===== config.mk =====
export PLATFORM = sky130hd
export DESIGN_NAME = lfsr_bank
export DESIGN_NICKNAME = d
export VERILOG_FILES = /design/src/rtl/lfsr_bank.sv
export SDC_FILE = /design/constraint.sdc
export NUM_CORES = 1
export LEC_CHECK = 0
export BUFFER_PORTS_ARGS = -buffer_cell sky130_fd_sc_hd__buf_4
export CAP_MARGIN = 10
export CORE_MARGIN = 2
export CORE_UTILIZATION = 30
export DETAILED_ROUTE_END_ITERATION = 6
export PLACE_DENSITY = 0.44
export SYNTH_ARGS = -nofsm -noshare
export SYNTH_HDL_FRONTEND = slang
export SYNTH_SLANG_ARGS = --single-unit
export TNS_END_PERCENT = 30

===== constraint.sdc =====
create_clock -name clk -period 6.2 [get_ports clk]
set_input_delay 0.31 -clock clk [delete_from_list [all_inputs] [get_ports clk]]
set_output_delay 0.31 -clock clk [all_outputs]
set_load 0.02 [all_outputs]

===== src/rtl/lfsr_bank.sv =====
// lfsr_bank: bank of independent Galois right-shift LFSRs with seed load, lockup recovery, match trigger and step counter
// Ports: clk/reset_in_n (async active-low); restart reloads SEEDS and clears counter/flags;
//   enable steps every channel; load/load_chan/load_data overwrite one channel;
//   match_en/match_chan/match_value arm the trigger; state packs all channels (channel 0 in MSBs);
//   trigger pulses on entry into match_value; lockup is sticky on zero recovery; step_count counts enable cycles.
module lfsr_bank #(
    parameter int                       WIDTH    = 32,
    parameter int                       CHANNELS = 4,
    parameter int                       CH_W     = 2,
    parameter logic [WIDTH-1:0]         POLY     = 32'hD0000001,
    parameter logic [CHANNELS*WIDTH-1:0] SEEDS   = 128'hC70337DB_7F4D514F_75377599_7D5937A3,
    parameter int                       CNT_W    = 32
) (
    input  logic                      clk,
    input  logic                      reset_in_n,
    input  logic                      restart,
    input  logic                      enable,
    input  logic                      load,
    input  logic [CH_W-1:0]           load_chan,
    input  logic [WIDTH-1:0]          load_data,
    input  logic                      match_en,
    input  logic [CH_W-1:0]           match_chan,
    input  logic [WIDTH-1:0]          match_value,
    output logic [CHANNELS*WIDTH-1:0] state,
    output logic                      trigger,
    output logic                      lockup,
    output logic [CNT_W-1:0]          step_count
);
    logic [CHANNELS*WIDTH-1:0] nxt;
    logic [WIDTH-1:0]          cur_m, nxt_m;
    logic                      rec, valid_m;
    // A zero channel would stay zero forever, so it is reseeded instead of shifted.
    function automatic logic [WIDTH-1:0] adv(input logic [WIDTH-1:0] s, input logic [WIDTH-1:0] seed);
        return (s == '0) ? seed : s[0] ? ((s >> 1) ^ POLY) : (s >> 1);
    endfunction
    always_comb begin
        nxt     = state;
        rec     = 1'b0;
        cur_m   = '0;
        nxt_m   = '0;
        valid_m = 1'b0;
        for (int c = 0; c < CHANNELS; c++) begin
            nxt[(CHANNELS-1-c)*WIDTH +: WIDTH] = (load && load_chan == CH_W'(c)) ? load_data :
                enable ? adv(state[(CHANNELS-1-c)*WIDTH +: WIDTH], SEEDS[(CHANNELS-1-c)*WIDTH +: WIDTH]) :
                state[(CHANNELS-1-c)*WIDTH +: WIDTH];
            rec = rec | (enable && !(load && load_chan == CH_W'(c)) && state[(CHANNELS-1-c)*WIDTH +: WIDTH] == '0);
            // Out-of-range match_chan never selects a channel, so valid_m stays low.
            if (match_chan == CH_W'(c)) begin
                valid_m = 1'b1;
                cur_m   = state[(CHANNELS-1-c)*WIDTH +: WIDTH];
                nxt_m   = nxt[(CHANNELS-1-c)*WIDTH +: WIDTH];
            end
        end
    end
    always_ff @(posedge clk or negedge reset_in_n) begin
        if (!reset_in_n) begin
            state      <= SEEDS;
            trigger    <= 1'b0;
            lockup     <= 1'b0;
            step_count <= '0;
        end else if (restart) begin
            state      <= SEEDS;
            trigger    <= 1'b0;
            lockup     <= 1'b0;
            step_count <= '0;
        end else begin
            state      <= nxt;
            trigger    <= match_en && valid_m && nxt_m != cur_m && nxt_m == match_value;
            lockup     <= lockup | rec;
            step_count <= enable ? step_count + CNT_W'(1) : step_count;
        end
    end
endmodule

# Word level (Yosys, flattened, before mapping)
# Index checks and enable logic that the tools add are counted.
word_totals:
  output_inout_bits: 162
  register_bits: 162
  elab_cells: 80
classes:
  bitwise_logic: 8
  n_addsub: 1
  n_mux: 33
  eq_ne: 8
  reduce_logical: 26
op_table:
  columns: ["cell", "count"]
  rows:
  - ["$mux 32", 26]
  - ["$logic_not 32->1", 4]
  - ["$mux 128", 1]
  - ["$add 32x1->32 const B", 1]
  - ["$eq 32x32->1", 1]
  - ["$ne 32x32->1", 1]
  - ["$not 3->4", 4]
  - ["$logic_and 1x1->1", 15]
  - ["$eq 2x2->1 const B", 4]
  - ["$mux 1", 6]
  - ["$eq 2x1->1 const B", 2]
  - ["$logic_not 1->1", 4]
  - ["$logic_not 2->1", 2]
  - ["$or 1x1->1", 4]
  - ["$reduce_bool 2->1", 1]

# Logic depth before layout (Yosys ltp)
# Gate-level depths: netlist of run 1.
logic_depth:
  ltp_word: 13
  depth_mapped: 15

# Worst setup path before layout of run 1
# No wires, ideal clock.
synth_path:
  path_type: "register to register"
  from: "register state[96]"
  to: "register trigger"
  path_slack_ps: 3100
  n_path_buf: 1
  t_arrival_ps: 2953
  period_less_slack_ps: 3100
  path_stages_with_launch: 14
  path_cell_list: "dfstp_2 inv_1 ha_1 nor4b_1 nand4_1 or3_1 clkbuf_1 nand2_1 o22a_1 a221oi_1 xnor2_1 o211ai_1 nor4b_1 a41oi_1"
synth_between:
  elab_chain_cells: 12
synth_lines:
  columns: ["element", "line_no", "source"]
  rows:
  - ["from (decl)", "24", "output logic [CHANNELS*WIDTH-1:0] state,"]
  - ["from (signal assigned)", "67", "state <= nxt;"]
  - ["$logic_not 32->1 / $mux 32 (equally long branches)", "34", "return (s == '0) ? seed : s[0] ? ((s >> 1) ^ POLY) : (s >> 1);"]
  - ["$mux 32", "34", null]
  - ["$mux 32", "44", "enable ? adv(state[(CHANNELS-1-c)*WIDTH +: WIDTH], SEEDS[(CHANNELS-1-c)*WIDTH +: WIDTH]) :"]
  - ["$mux 32", "43", "nxt[(CHANNELS-1-c)*WIDTH +: WIDTH] = (load && load_chan == CH_W'(c)) ? load_data :"]
  - ["$mux 32 (4 in a row)", "48", "if (match_chan == CH_W'(c)) begin"]
  - ["$ne 32x32->1", "68", "trigger <= match_en && valid_m && nxt_m != cur_m && nxt_m == match_value;"]
  - ["$logic_and 1x1->1", "68", null]
  - ["$logic_and 1x1->1 *", "68", null]
  - ["$mux 1 *", "61", "end else if (restart) begin"]
  - ["to (signal assigned)", "68", null]
  - ["to (decl)", "25", "output logic trigger,"]
# Every way passes the cells marked *; elsewhere a longest branch is shown, timed or not.
# A chain may end at the register's enable or synchronous reset.

# Final worst setup path of run 1
layout_path:
  from: "register state[0]"
  to: "register trigger"
layout_between:
  elab_chain_cells: 9
layout_lines:
  columns: ["element", "line_no"]
  rows:
  - ["$logic_not 32->1 / $mux 32 (equally long branches)", "34"]
  - ["$mux 32", "34"]
  - ["$mux 32", "44"]
  - ["$mux 32", "43"]
  - ["$mux 32", "48"]
  - ["$ne 32x32->1", "68"]
  - ["$logic_and 1x1->1", "68"]
  - ["$logic_and 1x1->1 *", "68"]
  - ["$mux 1 *", "61"]
# Marks and branches as above.

==> summary.txt, run 1 <==
STA
  • Number of hold-slack violations in the final timing report: 0
  • Max Clk Rate: 188 MHz
  • RSZ-0062 raised after global routing: no
  • Number of endpoints failing setup at the final stage: 0
  • Slack of the critical path: 0.892 ns
  • Max-slew violation count: 0
  • Worst slew margin relative to its limit: 27.2%
  • Fin crit period: 5.31 ns
  • Hold slack final: 0.145 ns
  • Pin slew with the least headroom to its limit: 1.09 ns
  • Layout Skew: 0.0171 ns
  • Post-route setup TNS: 0 ns
  • Crit share post-route: 85.6%

Detailed routing
  • DR iter-0 viols: 1627
  • Total via count in the routed design: 13090
  • Wire length after detailed routing: 67.2 mm
  • Average wire length per cell after detail routing: 31.5 um
  • Post-route DRC: 0
  • Post-detailed-route count of antenna-violating nets: 0
  • First drt pass iteration count: 6
  • Via-to-Cell Ratio: 6.14

Global route
  • Number of global-route vias before repair: 12586
  • Global-route wire length before repair: 96.0 mm
  • Pin count of the biggest net entering global routing: 94
  • Number of antenna violations at the first check in global routing: 1
  • GRT overflow: 0
  • Overall track demand over capacity in global routing: 30.8%

Worst setup path
  • Register-to-register setup slack: 0.89 ns
  • Critical Setup Path Class: reg2reg
  • WP data required: 6.60 ns
  • Worst setup SP type: flip-flop
  • Worst Reg2Reg Path Length in Cells: 12
  • Data arrival time at the worst-slack endpoint: 5.71 ns
  • CP startpoint: state[0]
  • Crit path capture: trigger
  • Endpoint kind of the worst setup timing path: flip-flop
  • Reg2reg end: trigger
  • Startpoint of the worst-slack reg-to-reg timing path: state[0]
  • Worst-path fanout max: 11

Status
  • Status: complete, no violations

Synthesis
  • Avg Inst Size Synth: 8.83 um^2
  • Count of state elements after synthesis: 162
  • Synth top area cells: dfrtp_1 18%, dfstp_2 16%, mux2i_1 5.9%, nor2_1 5.1%, xor2_1 4.9%
  • Leading post-synthesis cells by instance count: 169 x nor2_1, 87 x dfrtp_1, 86 x o21ai_0
  • Count of flip-flops with a built-in enable after synthesis: 0
  • Most numerous cell in the Yosys netlist: nor2_1
  • Post-synthesis mux area share: 11.6%
  • Yosys Warn Count: 0
  • Fraction of the mapped netlist area in compound gates: 19.6%
  • Syn Inst Count: 1403
  • Synthesized Nets: 1482
  • Portion of the post-synthesis area used by sequential elements: 33.5%
  • Mapped cell area: 12400 um^2
  • Synth Area in XOR/XNOR: 9.12%
  • Share of the synthesized area in the top cell type: 17.6%
  • Share of synthesized cell area in and, or, nand and nor gates: 20.7%
  • Top cell type by total area after synthesis: dfrtp_1
  • Arithmetic-cell share of the synthesized area counting full adders, half adders and majority gates: 0.505%
  • Count of unique library cells instantiated by Yosys: 89
  • Share of async-settable or async-resettable flops after synthesis: 100%
  • Commonest register cell after synthesis: dfrtp_1
  • Main combinational cell family by area after synthesis: simple AND/OR/NAND/NOR gates

Pwr
  • Worst vdd rail ir drop: 0.000221 V
  • Total Power Consumption: 3.43 mW
  • Areal power density over the cells: 227 nW/um^2
  • Pleak: 6.23 nW

Clock network
  • Clk_lat worst skew: 0.48 ns
  • CTS tree: built
  • Clock root cell: clkbuf_16
  • Resized cells post-CTS: 0
  • Number of clock buffers inserted by TritonCTS: 17
  • Total of hold buffers inserted after clock tree synthesis: 1
  • Number of setup buffers added after CTS: 0
  • CTS sink count: 162
  • Buffer depth of the longest clock path: 2
  • Post-CTS clock slew at the launch and capture registers of the worst setup and hold paths: 0.08 ns
  • H-tree depth: 4

Die
  • Total Die Area: 42900 um^2
  • Number of core rows: 74
  • Core footprint: 40800 um^2
  • Die X-Extent: 207 um
  • DIE HEIGHT: 207 um
  • Top Ports: 236
  • Effective utilization at floorplan: 30.3%

Cells and area
  • Number of standard cells in the final layout excluding fillers: 2133
  • # nets final: 1665
  • Post-route core utilization: 37.0%
  • Fraction of layout instances using a drive strength above 1: 27.8%
  • Area growth from synthesis to layout: 22.1%
  • Final standard cell area without fillers: 15100 um^2

Place
  • Worst-case setup slack after placement: 1.13 ns
  • Final weighted congestion of routability-driven global placement: 0.973
  • DPL Wire Length: 50.7 mm
  • Post-place instance area: 14600 um^2
  • PortBufs: 235
  • Dpl cells: 2098

Hold path
  • Kind of path behind the tightest hold check: in2reg

Flow run
  • Number of max-cap violations: 0
-- worst max-delay path, stage by stage, from the launching register on --
cell      delay, ns
dfstp_2        0.46
inv_1          0.23
ha_1           0.18
nor4b_1        0.66
nand4_1        0.63
o211ai_2       0.86
o221ai_1       0.41
a221oi_1       0.58
xnor2_1        0.23
o21ai_0        0.15
nor4_1         0.48
nand4_1        0.16
a41oi_1        0.18
-- power by group --
part / internal, mW / switching [mW]
Clock: 0.520 / 0.534
Combinational: 0.399 / 0.667
Sequential: 1.15 / 0.160
Total: 2.07 / 1.36
-- layout make-up --
class	instances	area, um^2
fill	4225	25700
multi-input combinational	1107	7630
sequential	162	4150
timing repair buffer	268	2020
tap	532	666
clock buffer	19	433
inverter	30	113
clock inverter	13	103
antenna	2	5.00
-- kinds of logic after synthesis --
group	after synthesis
AOI/OAI and AO/OA	353
buffers and inverters	134
DFF	162
and+or+nand+nor	506
muxes	114
adders and majority gates	5
xor gates and xnor gates	129
-- state kept, by name, indices dropped and copies added, names as in the netlist --
name	flops
state	128
step_count	32
lockup	1
trigger	1
-- cells in the final DEF, fill, tap and decap left out, drive strengths merged, types with 5 or more instances in the layout --
cell type / Yosys / layout
a21o: 10 / 10
o21a: 6 / 6
o221ai: 34 / 34
nand3: 23 / 23
dfrtp: 87 / 87
xor2: 69 / 69
a221oi: 8 / 8
a211oi: 24 / 24
clkbuf: 51 / 19
nor2b: 13 / 13
mux4: 22 / 22
ha: 5 / 5
nand2b: 44 / 44
xnor2: 60 / 60
inv: 28 / 34
a21oi: 62 / 62
o21ai: 94 / 94
o31ai: 8 / 8
nand2: 80 / 80
dfstp: 75 / 75
nand4: 20 / 20
buf: 53 / 267
mux2: 18 / 18
mux2i: 74 / 74
and3: 8 / 8
or2: 13 / 13
nor4: 34 / 34
nor4b: 7 / 7
clkinv: 2 / 6
nor2: 169 / 169
or3: 38 / 38
nor3: 34 / 34
a221o: 6 / 6
a22oi: 7 / 7
o211ai: 19 / 19
a31oi: 11 / 11
o22ai: 11 / 11
-- metal layers --
layer,wire [um],GRT usage [%],vias up
li1,-,-,5574
met1,29200,43.4,6606
met2,29500,46.1,784
met3,5870,5.99,124
met4,2690,12.4,2
met5,9,0,-
-- how the worst min path moves through the flow --
stage / from / endpoint / slack, ns / depth (start not counted)
finish: load_data[19] / state[115] / 0.14 / 3
global route: load_data[23] / state[55] / 0.15 / 3
CTS: load_data[14] / state[46] / 0.11 / 3
detailed placement: reset_in_n / state[116] / 0.47 / 1
global placement: reset_in_n / state[85] / 0.46 / 1
floorplan: reset_in_n / lockup / 0.01 / 0
No activity file was read; power rests on OpenSTA's default activity.
==> run 2: changes to the inputs <==
CORE_MARGIN = unset   (was 2)
==> summary.txt, run 2 (synthesized netlist as in run 1, its figures left out) <==
Status
  • Status: complete, no violations

Global route
  • Number of antenna violations at the first check in global routing: 0
  • GRT overflow: 0
  • Overall track demand over capacity in global routing: 31.2%
  • Number of global-route vias before repair: 12139
  • Global-route wire length before repair: 93.8 mm
  • Pin count of the biggest net entering global routing: 82

Worst setup path
  • Register-to-register setup slack: 1.72 ns
  • Critical path's most frequent cell: nor4b_1
  • Reg2reg end: trigger
  • Startpoint of the worst-slack reg-to-reg timing path: state[32]
  • Crit-path slowest cell: o21ai_1
  • Worst setup SP type: flip-flop
  • Endpoint kind of the worst setup timing path: flip-flop
  • Worst Reg2Reg Path Length in Cells: 13
  • Data arrival time at the worst-slack endpoint: 4.81 ns
  • Worst-path fanout max: 8
  • Critical Setup Path Class: reg2reg
  • Critical path's top delay family: compound AO/OA/AOI/OAI gates
  • Count of buffering cells on the critical path with inverters included: 2
  • Ordered cell list for the critical path: inv_1 > ha_1 > nor4b_1 > nand4_1 > o21ai_1 > buf_4 > o221ai_1 > o2bb2ai_1 > a221oi_1 > xnor2_1 > o211ai_1 > nor4b_1 > a41oi_1
  • WP data required: 6.52 ns
  • Crit-path max cell delay: 0.64 ns

Detailed routing
  • Via-to-Cell Ratio: 6.06
  • Highest metal layer with signal wires: met4
  • Met3 routed WL: 6.26 mm
  • Average wire length per cell after detail routing: 30.9 um
  • Detailed-route wire length on metal 1: 28.5 mm
  • Post-route DRC: 0
  • Post-detailed-route count of antenna-violating nets: 0
  • DR iter-0 viols: 1660
  • Total via count in the routed design: 12883
  • Wire length after detailed routing: 65.6 mm
  • Routed met2 length: 28.9 mm
  • First drt pass iteration count: 5

Cells and area
  • Flip-flop count of the largest register, all copies and words added: 128
  • Fraction of layout instances using a drive strength above 1: 27.6%
  • Most common cell after layout, fill and taps aside: buf_4
  • # nets final: 1659
  • Top Registers: state x128, step_count x32
  • Biggest register: state
  • Area growth from synthesis to layout: 22.2%
  • Number of diodes added for antenna fixing: 0
  • Most frequent cells in the layout: 259 x buf_4, 169 x nor2_1, 87 x dfrtp_1, 86 x o21ai_0, 80 x nand2_1

Hold path
  • Endpoint of the worst hold-timing path: state[55]
  • Start point of the worst hold path: load_data[23]
  • Number of cells on the worst hold path: 3
  • Kind of path behind the tightest hold check: in2reg

STA
  • RSZ-0062 raised after global routing: no
  • Crit share post-route: 72.3%
  • Pin slew with the least headroom to its limit: 1.06 ns
  • Max Clk Rate: 223 MHz
  • Layout Skew: 0.0160 ns
  • Post-route setup TNS: 0 ns
  • Max-slew violation count: 0
  • Fin crit period: 4.48 ns
  • Worst slew margin relative to its limit: 28.4%
  • Number of hold-slack violations in the final timing report: 0
  • Number of endpoints failing setup at the final stage: 0

Place
  • Final weighted congestion of routability-driven global placement: 1.02
  • DPL Wire Length: 48.6 mm
  • PortBufs: 235

Clock network
  • Clock root cell: clkbuf_16
  • Number of clock buffers inserted by TritonCTS: 17
  • Buffer depth of the longest clock path: 2
  • Post-CTS clock slew at the launch and capture registers of the worst setup and hold paths: 0.08 ns
  • Resized cells post-CTS: 0
  • H-tree depth: 4
  • Clk_lat worst skew: 0.47 ns
  • CTS tree: built
  • CTS sink count: 162

Die
  • Die X-Extent: 205 um
  • Core footprint: 40700 um^2
  • DIE HEIGHT: 205 um
  • Number of core rows: 74
  • Top Ports: 236
  • Effective utilization at floorplan: 30.4%
  • Total Die Area: 42100 um^2

Pwr
  • Worst vdd rail ir drop: 0.000207 V
  • Pleak: 6.24 nW
  • Total Power Consumption: 3.48 mW
  • Areal power density over the cells: 230 nW/um^2

Flow run
  • Number of max-cap violations: 0
-- run 2: cell count changes in the layout (fill, tap and decap cells not counted), sizes merged --
cell	before	now
diode	2	0
inv	34	28
buf	267	261
clkinv	6	11
clkinvlp	3	2
bufinv	0	2
-- run 2: report_power, final --
group	total (mW)	switching (mW)	internal, mW
Clock	1.12	0.517	0.604
Sequential	1.31	0.156	1.15
Combinational	1.06	0.659	0.398
-- run 2: per-layer routing --
layer	vias to the layer above	track usage, %
li1	5559	-
met1	6401	45.3
met2	819	46.1
met3	104	6.41
met4	0	9.47
met5	-	0
-- run 2: tightest hold or removal path: stages --
cell	delay, ns
buf_4	0.13
nor2_1	0.10
nor3_1	0.05
-- run 2: repair_timing --
action                                 4_1_cts  5_1_grt
endpoints found under the hold margin       18        0
buffers inserted                             0        0
hold buffers                                 1        0
-- run 2: metrics by stage --
step	area, um^2	hold slack, ns	utilization, %	cells	setup WS [ns]
finish	15100	0.164	37.1	2125	1.72
global route	15100	0.167	37.1	2125	1.54
CTS	15100	0.139	37.1	2125	1.80
detailed placement	14500	0.457	35.7	2092	1.82
global placement	14500	0.461	35.7	2092	1.87
floorplan	12400	0.0144	-	1403	3.10
-- run 2: final cells by class --
class / count / area, um^2
multi-input combinational: 1107 / 7630
sequential: 162 / 4150
clock buffer: 19 / 443
fill: 4230 / 25600
tap: 532 / 666
timing repair buffer: 262 / 1990
inverter: 30 / 113
clock inverter: 13 / 139
-- run 2: how the worst max path moves through the flow --
stage,endpoint,from,depth (start not counted)
after detailed placement,trigger,state[32],13
final,trigger,state[32],13
after global placement,trigger,state[0],12
after floorplan,trigger,state[96],13
after CTS,trigger,state[32],13
after global routing,trigger,state[32],13
==> run 3: changes to the inputs <==
ABC_AREA = 1   (was unset)
clock period = 4.5 ns   (was 6.2 ns; I/O delays follow)
==> summary.txt, run 3 <==
Clock network
  • Resized cells post-CTS: 0
  • Buffer depth of the longest clock path: 2
  • Post-CTS clock slew at the launch and capture registers of the worst setup and hold paths: 0.08 ns
  • CTS tree: built
  • H-tree depth: 4
  • Number of clock buffers inserted by TritonCTS: 17
  • Clock root cell: clkbuf_16
  • Clk_lat worst skew: 0.50 ns
  • CTS sink count: 162

Worst setup path
  • Startpoint of the worst-slack reg-to-reg timing path: state[119]
  • Reg2reg end: trigger
  • Worst Reg2Reg Path Length in Cells: 19
  • Worst-path fanout max: 11
  • Critical Setup Path Class: reg2reg
  • Crit path capture: trigger
  • Endpoint kind of the worst setup timing path: flip-flop
  • CP startpoint: state[119]
  • WP data required: 4.93 ns
  • Worst setup SP type: flip-flop
  • Data arrival time at the worst-slack endpoint: 3.94 ns
  • Register-to-register setup slack: 0.99 ns

Cells and area
  • Top Registers: state x128, step_count x32
  • Most frequent cells in the layout: 585 x nand2_1, 265 x buf_4, 253 x nor2_1, 243 x inv_1, 225 x nand3_1
  • # nets final: 2312
  • Flip-flop count of the largest register, all copies and words added: 128
  • Area growth from synthesis to layout: 23.2%
  • Number of diodes added for antenna fixing: 0
  • Final standard cell area without fillers: 15600 um^2
  • Biggest register: state
  • Fill count: 4566
  • Fraction of layout instances using a drive strength above 1: 18.8%
  • Most common cell after layout, fill and taps aside: nand2_1

Synthesis
  • Most numerous cell in the Yosys netlist: nand2_1
  • Top cell type by total area after synthesis: nand2_1
  • Count of unique library cells instantiated by Yosys: 49
  • Synth Area in XOR/XNOR: 1.18%
  • Post-synthesis mux area share: 0.0791%
  • Count of flip-flops with a built-in enable after synthesis: 0
  • Share of async-settable or async-resettable flops after synthesis: 100%
  • Mapped cell area: 12700 um^2
  • Commonest register cell after synthesis: dfrtp_1
  • Leading post-synthesis cells by instance count: 585 x nand2_1, 254 x nor2_1, 243 x inv_1
  • Portion of the post-synthesis area used by sequential elements: 32.8%
  • Count of state elements after synthesis: 162
  • Synthesized Nets: 2126
  • Yosys Warn Count: 0
  • Fraction of the mapped netlist area in compound gates: 15.8%
  • Arithmetic-cell share of the synthesized area counting full adders, half adders and majority gates: 0.494%
  • Synth top area cells: nand2_1 17%, dfrtp_1 17%, dfstp_2 16%, nand3_1 8.9%, o21ai_0 7.7%
  • Main combinational cell family by area after synthesis: simple AND/OR/NAND/NOR gates
  • Avg Inst Size Synth: 6.18 um^2
  • Syn Inst Count: 2047
  • Share of the synthesized area in the top cell type: 17.4%
  • Share of synthesized cell area in and, or, nand and nor gates: 38.7%

STA
  • Pin slew with the least headroom to its limit: 0.981 ns
  • Crit share post-route: 78.0%
  • Number of hold-slack violations in the final timing report: 0
  • RSZ-0062 raised after global routing: no
  • Number of endpoints failing setup at the final stage: 0
  • Worst slew margin relative to its limit: 34.6%
  • Max-slew violation count: 0
  • Fin crit period: 3.51 ns
  • Layout Skew: 0.0172 ns
  • Post-route setup TNS: 0 ns
  • Max Clk Rate: 285 MHz

Hold path
  • Number of cells on the worst hold path: 3
  • Kind of path behind the tightest hold check: in2reg

Global route
  • Number of antenna violations at the first check in global routing: 0
  • Number of global-route vias before repair: 14497
  • GRT overflow: 0
  • Global-route wire length before repair: 97.1 mm
  • Overall track demand over capacity in global routing: 30.9%
  • Pin count of the biggest net entering global routing: 97

Die
  • Effective utilization at floorplan: 30.7%
  • DIE HEIGHT: 207 um
  • Number of core rows: 74
  • Die X-Extent: 207 um
  • Core footprint: 41200 um^2
  • Top Ports: 236
  • Total Die Area: 43000 um^2

Place
  • Final weighted congestion of routability-driven global placement: 1.00
  • PortBufs: 235
  • DPL Wire Length: 49.2 mm
  • Post-place instance area: 14900 um^2

Flow run
  • Number of max-cap violations: 0

Detailed routing
  • Average wire length per cell after detail routing: 23.8 um
  • First drt pass iteration count: 6
  • Post-route DRC: 0
  • Via-to-Cell Ratio: 5.33
  • Post-detailed-route count of antenna-violating nets: 0
  • DR iter-0 viols: 1128
  • Total via count in the routed design: 14797
  • Wire length after detailed routing: 66.1 mm

Status
  • Status: complete, no violations

Pwr
  • Pleak: 7.82 nW
  • Areal power density over the cells: 308 nW/um^2
  • Worst vdd rail ir drop: 0.000288 V
[run 3: cell types whose count changed after synthesis, sizes merged, moves of 64 or more]
cell   previous run  this run
nand3            23       233
inv              28       249
nor2            169       264
o21ai            94       203
mux2i            74         1
nand2            80       587
xor2             69         5
[run 3: critical path, stage by stage, from the launching register on]
cell and delay [ns]:
dfrtp_1 0.44, nor2_1 0.13, nand2_1 0.17, nor2_1 0.16
nand2_1 0.09, nor2_1 0.68, inv_1 0.37, nand2_1 0.14
nand2_1 0.07, nand3_1 0.12, nand2_1 0.07, nor2_1 0.25
inv_1 0.10, nand2_1 0.08, nand3_1 0.07, nor2_1 0.16
nand2_1 0.07, nor2_1 0.09, nand3_1 0.09, nor2_1 0.08
[run 3: power breakdown]
part	leakage [nW]	switching (mW)	internal, mW
sequential	1.96	0.156	1.59
clock	0.297	0.741	0.899
combinational	5.56	0.952	0.464
[run 3: through the flow]
step                utilization (%)  instances  setup WS (ns)  total power, mW  hold WS, ns
floorplan                         -       2047           2.01             2.51      -0.0706
global placement               36.3       2743           1.10             3.18        0.422
detailed placement             36.3       2743           1.12             3.17        0.419
CTS                            37.8       2778           1.08             4.84      0.00157
global route                   37.8       2778          0.671             5.04       0.0322
finish                         37.8       2778          0.990             4.80       0.0295
[run 3: logic make-up (layout without fill, tap and decap cells)]
| family | count (synthesis) | count (layout) |
|---|---|---|
| DFF | 162 | 162 |
| muxes | 1 | 1 |
| and+or+nand+nor | 1149 | 1149 |
| AOI/OAI and AO/OA | 357 | 357 |
| adders and majority gates | 5 | 5 |
| buffers and inverters | 356 | 555 |
| xor gates and xnor gates | 17 | 17 |
[run 3: final cells by class]
class	instances	area, um^2	share of cell area [%]
Inverter	251	945	6.06
Tap cell	532	666	4.27
Clock inverter	12	168	1.08
Clock buffer	20	447	2.87
Timing Repair Buffer	272	2090	13.4
Multi-Input combinational cell	1529	7120	45.7
Sequential cell	162	4150	26.6
[run 3: what timing repair did]
action                                 in CTS  in global routing
hold buffers                                3                  0
endpoints found under the hold margin      57                  0
setup buffers                               0                  0
[run 3: how the worst min path moves through the flow]
stage                   from    endpoint
2_1_floorplan     reset_in_n      lockup
3_3_place_gp      reset_in_n   state[69]
3_5_place_dp      reset_in_n   state[69]
4_1_cts        load_data[22]   state[86]
5_1_grt        load_data[24]   state[56]
6_report       load_data[31]  state[127]
[run 3: per-layer routing]
layer  wire, um  track usage, %  up-vias
li1           -               -     6997
met1      27100            38.4     7055
met2      30900            50.0      593
met3       3800            4.61      152
met4       4330            19.9        0
met5          0               0        -
